$ cat config.mk
export PLATFORM = sky130hd
export DESIGN_NAME = xbar_ahb_ingress
export DESIGN_NICKNAME = d
export VERILOG_FILES = /design/src/rtl/xbar_ahb_pkg.sv /design/src/rtl/xbar_ahb_addr_dec.sv /design/src/rtl/xbar_ahb_ingress.sv
export SDC_FILE = /design/constraint.sdc
export NUM_CORES = 1
export LEC_CHECK = 0
export CAP_MARGIN = 10
export CORE_MARGIN = 5
export CORE_UTILIZATION = 28
export DETAILED_ROUTE_END_ITERATION = 8
export HOLD_SLACK_MARGIN = 0.03
export PLACE_DENSITY_LB_ADDON = 0.3
export SYNTH_ARGS = -nofsm -noshare
export SYNTH_HDL_FRONTEND = slang
export SYNTH_HIERARCHICAL = 1
export SYNTH_SLANG_ARGS = --single-unit
$ cat constraint.sdc
create_clock -name hclk_i -period 3.2 [get_ports hclk_i]
set_input_delay 0.32 -clock hclk_i [delete_from_list [all_inputs] [get_ports hclk_i]]
set_output_delay 0.32 -clock hclk_i [all_outputs]
set_load 0.01 [all_outputs]
$ cat src/rtl/xbar_ahb_pkg.sv
// Shared AHB crossbar types: transfer encodings, ingress FSM states and the address-region descriptor.
package xbar_ahb_pkg;

  localparam int PKG_ADDR_WIDTH = 32;
  localparam int PKG_ID_WIDTH   = 2;

  typedef enum logic [1:0] {
    HTRANS_IDLE   = 2'b00,
    HTRANS_BUSY   = 2'b01,
    HTRANS_NONSEQ = 2'b10,
    HTRANS_SEQ    = 2'b11
  } htrans_e;

  typedef enum logic [2:0] {
    ST_IDLE,
    ST_ADDR,
    ST_DATA,
    ST_ERR1,
    ST_ERR2
  } ingress_state_e;

  typedef struct packed {
    logic [PKG_ADDR_WIDTH-1:0] base;
    logic [PKG_ADDR_WIDTH-1:0] mask;
    logic [PKG_ID_WIDTH-1:0]   cid;
  } region_t;

  function automatic logic region_hit(input region_t r, input logic [PKG_ADDR_WIDTH-1:0] addr);
    return (addr & r.mask) == (r.base & r.mask);
  endfunction

endpackage

$ cat src/rtl/xbar_ahb_addr_dec.sv
// Combinational priority address decoder: the lowest-index matching region supplies the column tag.
module xbar_ahb_addr_dec
  import xbar_ahb_pkg::*;
#(
  parameter int NUM_REGIONS = 4,
  parameter logic [NUM_REGIONS-1:0][PKG_ADDR_WIDTH-1:0] REGION_BASE = '0,
  parameter logic [NUM_REGIONS-1:0][PKG_ADDR_WIDTH-1:0] REGION_MASK = '0,
  parameter logic [NUM_REGIONS-1:0][PKG_ID_WIDTH-1:0]   REGION_CID  = '0
) (
  input  logic [PKG_ADDR_WIDTH-1:0] addr_i,
  output logic                      hit_o,
  output logic [PKG_ID_WIDTH-1:0]   cid_o
);

  region_t region;

  // Scan from the highest index down so the lowest-index hit is the last one written.
  always_comb begin
    hit_o  = 1'b0;
    cid_o  = '0;
    region = '0;
    for (int i = NUM_REGIONS - 1; i >= 0; i--) begin
      region = '{base: REGION_BASE[i], mask: REGION_MASK[i], cid: REGION_CID[i]};
      if (region_hit(region, addr_i)) begin
        hit_o = 1'b1;
        cid_o = region.cid;
      end
    end
  end

endmodule

$ cat src/rtl/xbar_ahb_ingress.sv
// Manager-side AHB crossbar ingress: decodes a column tag and re-times one transfer toward the node grid.
// Define XBAR_AHB_DECERR_EN to terminate unmapped accesses locally with a two-cycle ERROR.
module xbar_ahb_ingress
  import xbar_ahb_pkg::*;
#(
  parameter int ADDR_WIDTH    = 32,
  parameter int DATA_WIDTH    = 32,
  parameter int XBAR_ID_WIDTH = 2,
  parameter int NUM_REGIONS   = 4,
  parameter logic [XBAR_ID_WIDTH-1:0] ROW_ID = '0,
  parameter logic [NUM_REGIONS-1:0][ADDR_WIDTH-1:0]    REGION_BASE = '0,
  parameter logic [NUM_REGIONS-1:0][ADDR_WIDTH-1:0]    REGION_MASK = '0,
  parameter logic [NUM_REGIONS-1:0][XBAR_ID_WIDTH-1:0] REGION_CID  = '0,
  parameter logic [XBAR_ID_WIDTH-1:0] DEFAULT_CID = '0,
  localparam int STRB_WIDTH = DATA_WIDTH / 8
) (
  input  logic                     hclk_i,
  input  logic                     hrst_i,
  input  logic [ADDR_WIDTH-1:0]    haddr_i,
  input  logic [1:0]               htrans_i,
  input  logic                     hwrite_i,
  input  logic [2:0]               hsize_i,
  input  logic                     hsel_i,
  input  logic [DATA_WIDTH-1:0]    hwdata_i,
  input  logic [STRB_WIDTH-1:0]    hwstrb_i,
  output logic [DATA_WIDTH-1:0]    hrdata_o,
  output logic                     hreadyout_o,
  output logic                     hresp_o,
  output logic [XBAR_ID_WIDTH-1:0] rid_o,
  output logic [XBAR_ID_WIDTH-1:0] cid_o,
  output logic [ADDR_WIDTH-1:0]    haddr_o,
  output logic [1:0]               htrans_o,
  output logic                     hwrite_o,
  output logic [2:0]               hsize_o,
  output logic                     hsel_o,
  output logic [DATA_WIDTH-1:0]    hwdata_o,
  output logic [STRB_WIDTH-1:0]    hwstrb_o,
  input  logic [DATA_WIDTH-1:0]    hrdata_i,
  input  logic                     hreadyout_i,
  input  logic                     hresp_i
);

  ingress_state_e          state_q;
  htrans_e                 htrans_q;
  logic [ADDR_WIDTH-1:0]   haddr_q;
  logic                    hwrite_q;
  logic [2:0]              hsize_q;
  logic                    hsel_q;
  logic [DATA_WIDTH-1:0]   hwdata_q;
  logic [STRB_WIDTH-1:0]   hwstrb_q;
  logic [XBAR_ID_WIDTH-1:0] cid_q;
  logic                    wcap_q;
  logic                    decHit;
  logic [XBAR_ID_WIDTH-1:0] decCid;
  logic                    accept;

  xbar_ahb_addr_dec #(
    .NUM_REGIONS (NUM_REGIONS),
    .REGION_BASE (REGION_BASE),
    .REGION_MASK (REGION_MASK),
    .REGION_CID  (REGION_CID)
  ) u_dec (
    .addr_i (haddr_i),
    .hit_o  (decHit),
    .cid_o  (decCid)
  );

  assign accept = hsel_i && htrans_i[1] && hreadyout_o;

  // Single-outstanding transfer FSM; write data arrives in the manager data phase, i.e. the first ADDR cycle.
  always_ff @(posedge hclk_i or posedge hrst_i) begin
    if (hrst_i) begin
      state_q  <= ST_IDLE;
      htrans_q <= HTRANS_IDLE;
      haddr_q  <= '0;
      hwrite_q <= 1'b0;
      hsize_q  <= '0;
      hsel_q   <= 1'b0;
      hwdata_q <= '0;
      hwstrb_q <= '0;
      cid_q    <= '0;
      wcap_q   <= 1'b0;
    end else begin
      case (state_q)
        ST_IDLE: begin
          if (accept) begin
`ifdef XBAR_AHB_DECERR_EN
            if (!decHit) state_q <= ST_ERR1;
            else
`endif
            begin
              state_q  <= ST_ADDR;
              htrans_q <= HTRANS_NONSEQ;
              haddr_q  <= haddr_i;
              hwrite_q <= hwrite_i;
              hsize_q  <= hsize_i;
              hsel_q   <= 1'b1;
              cid_q    <= decHit ? decCid : DEFAULT_CID;
              wcap_q   <= 1'b1;
            end
          end
        end
        ST_ADDR: begin
          if (wcap_q) begin
            hwdata_q <= hwdata_i;
            hwstrb_q <= hwstrb_i;
            wcap_q   <= 1'b0;
          end
          if (hreadyout_i) begin
            state_q  <= ST_DATA;
            htrans_q <= HTRANS_IDLE;
            hsel_q   <= 1'b0;
          end
        end
        ST_DATA: begin
          if (hreadyout_i) state_q <= ST_IDLE;
        end
`ifdef XBAR_AHB_DECERR_EN
        ST_ERR1: state_q <= ST_ERR2;
        ST_ERR2: state_q <= ST_IDLE;
`endif
        default: state_q <= ST_IDLE;
      endcase
    end
  end

  // Manager-facing response: the node's data phase is passed straight through so its ERROR shape survives.
  always_comb begin
    hreadyout_o = 1'b1;
    hresp_o     = 1'b0;
    hrdata_o    = '0;
    case (state_q)
      ST_ADDR: hreadyout_o = 1'b0;
      ST_DATA: begin
        hreadyout_o = hreadyout_i;
        hresp_o     = hresp_i;
        hrdata_o    = hrdata_i;
      end
`ifdef XBAR_AHB_DECERR_EN
      ST_ERR1: begin
        hreadyout_o = 1'b0;
        hresp_o     = 1'b1;
      end
      ST_ERR2: hresp_o = 1'b1;
`endif
      default: ;
    endcase
  end

  assign rid_o    = ROW_ID;
  assign cid_o    = cid_q;
  assign haddr_o  = haddr_q;
  assign htrans_o = htrans_q;
  assign hwrite_o = hwrite_q;
  assign hsize_o  = hsize_q;
  assign hsel_o   = hsel_q;
  assign hwdata_o = hwdata_q;
  assign hwstrb_o = hwstrb_q;

endmodule

==> metrics.md <==
| Metric | Value |
|---|---|
| Initial DRC Count | `174` |
| Synth cell types | `22` |
| Worst Tran Pin Value | `0.947 ns` |
| Skew final | `0.00442 ns` |
| CP max stage delay | `0.56 ns` |
| Reg2Reg Setup Slack | `1.14 ns` |
| Count of state elements after synthesis | `78` |
| Multiplexer share of the synthesized area | `0.279` |
| Fin util | `0.502` |
| Slew Limit Fails | `0` |
| Yosys top cell by area | `dfrtp_1` |
| Clock sinks | `78` |
| # resized after CTS | `0` |
| DRC errors left | `0` |
| Post-synth ARST share | `1.00` |
| Post-Place Cells | `578` |
| Final HPWL DP | `7210 um` |
| Vias per cell | `4.18` |
| Max Cap Violations | `0` |
| Htree depth | `3` |
| Port Buf Inserts | `219` |
| Number of global-route vias before repair | `2634` |
| Mapped Cells | `223` |
| Yosys top cell area share | `0.577` |
| Largest net degree at the start of global routing | `42` |
| Finished Layout Cells | `594` |
| Nets@finish | `553` |
| Synth area leaders | `dfrtp_1, mux2_4, mux2_2` |
| Largest family of logic cells by synthesized area | `multiplexers` |
| DP Area | `5680 um2` |
| Synth cell count leaders | `dfrtp_1, mux2_2, and2_1` |
| Die ar. | `14400 um2` |
| # setup viols final | `0` |
| Initial cell density of the core | `0.284` |
| Setup repair bufs after CTS | `0` |
| Routed len/inst | `15.8 um` |
| Post-layout minimum cycle time | `2.28 ns` |
| Max_slew headroom | `0.367` |
| Slowest CP cell | `clkdlybuf4s50_1` |
| Io pins | `224` |
| Crit Path Category | `flop to output port` |
| Mapped Avg Cell Area | `15.2 um2` |
| Hold Path Class | `primary input to async pin` |
| Status | `completed` |
| Synth Area in Compound Gates | `0.0104` |
| Routed Antenna Nets | `0` |
| ANT cells | `0` |
| Total wire length | `9360 um` |
| Synth Area in Adders | `0` |
| First-pass GRT wire length | `14600 um` |
| GPL Wtd Cong | `0.728` |
| Area Growth Syn to Fin | `76.6%` |
| Synth Cell Area | `3380 um2` |
| Post-synth EDFFs | `0` |
| TritonCTS clock tree | `yes` |
| Cell area after layout | `5980 um2` |
| DRT Pass-1 Iters | `4` |
| Critical Path Start | `state_q[1]` |
| Synthesis warning total | `6` |
| Seq/Total Area, Yosys | `0.577` |
| Initial antenna violation count | `0` |
| Fmax | `438 MHz` |
| Die W | `120 um` |
| Count leader, synth | `dfrtp_1` |
| Period utilization | `0.714` |
| Final hold viol count | `0` |
| Leak | `0.00250 uW` |
| Pwr per Cell Area | `783 nW/um2` |
| Layout cells sized above 1 | `0.199` |
| Clock latency at the later pin of the worst-skew pair | `0.33 ns` |
| Crit-path max FO | `33` |
| CTS clk-pin slew, worst paths | `0.06 ns` |
| Peak VDD IR | `388 uV` |
| RR Endpoint | `hwdata_o[0]` |
| CTS Buf Count | `9` |
| Worst path cell trace | `nor2b_1, buf_4, and2_1, clkdlybuf4s50_1` |
| DIE HEIGHT | `120 um` |
| Worst path buffer plus inverter count | `2` |
| Sum of negative setup slack | `0 ns` |
| WP data arrival | `1.96 ns` |
| CP Capture Type | `output port` |
| Crit start category | `flop` |
| Total number of vias | `2481` |
| Total Routing Usage GR | `0.129` |
| Synth Area in XOR/XNOR | `0` |
| Register-to-Register Path Depth | `3` |
| CTS max path bufs | `2` |
| RSZ-0062 raised after global routing | `no` |
| Worst r2r src | `state_q[1]` |
| Core Footprint | `11900 um2` |
| Cell family with most CP delay | `buffers and inverters` |
| Clock root cell | `clkbuf_16` |
| Row cnt | `40` |
| Total congestion overflow | `0` |
| Main synth FF type | `dfrtp_1` |
| Req. time, crit path | `2.88 ns` |
| Number of hold buffers added after CTS | `0` |
| Post-synthesis simple-gate area fraction | `0.0762` |
registers in the layout, indices dropped and copies added (netlist names):
name,cells
haddr_o,32
wcap_q,1
hwdata_o,32
hsize_o,3
cid_o,2
hwrite_o,1
state_q,2
htrans_o,1
hwstrb_o,4
worst max path at each step:
stage | endpoint | slack (ns) | cells past startpoint
6_report | hrdata_o[1] | 0.92 | 4
5_1_grt | hrdata_o[16] | 0.80 | 4
3_3_place_gp | haddr_o[29] | 0.98 | 4
2_1_floorplan | cid_o[0] | 0.88 | 1
3_5_place_dp | haddr_o[29] | 0.93 | 4
4_1_cts | hrdata_o[1] | 0.90 | 4
worst register-to-register path, cell delays in order, from the launching register on:
cell,delay (ns)
dfrtp_1,0.44
nand3b_1,0.75
buf_4,0.46
mux2_2,0.29
power by group:
group          switching [uW]  internal (uW)
combinational             686           1340
clock                     372            642
sequential                224           1410
cell families after synthesis:
family | Yosys count
multiplexers | 74
buffers and inverters | 22
flip-flops | 78
AND/OR/NAND/NOR | 41
other | 3
AO/OA/AOI/OAI | 5
cell type report:
cell class / count / area, um2
clock buffers: 12 / 256
clock inverters: 4 / 45.0
fillers: 1067 / 5930
inverters: 3 / 12.5
multi-input cells: 126 / 1270
flip-flops and latches: 78 / 1950
well taps: 147 / 184
repair buffers: 224 / 2250
stage by stage:
| stage | hold WS, ns | worst slack, ns | power (uW) |
|---|---|---|---|
| after floorplan | 0.418 | 0.885 | 2510 |
| after global routing | 0.465 | 0.804 | 4950 |
| after detailed placement | 0.471 | 0.930 | 3710 |
| after global placement | 0.460 | 0.980 | 3660 |
| final | 0.401 | 0.916 | 4680 |
| after CTS | 0.420 | 0.904 | 4760 |
cells in the final DEF (no fill, tap or decap), drive strengths merged:
cell type,netlist,routed
nand2b,2,2
dfrtp,78,78
nand3b,2,2
buf,16,5
bufinv,0,1
o21bai,1,1
nor2b,1,1
inv,3,2
clkbuf,3,12
mux2,72,72
nand2,2,2
mux2i,2,2
o21a,1,1
o21ai,1,1
clkinv,0,4
conb,3,6
clkdlybuf4s50,0,219
a21o,2,2
nor4bb,1,1
and2,33,33
layer usage:
layer  up-vias  track usage  share of wire
met5         -            0              0
met4         0       0.0515          0.016
met3        13       0.0523          0.095
met1      1181        0.165           0.43
met2       119        0.193           0.46
li1       1168            -              -
Note: power is estimated with default switching activity, not from simulation.
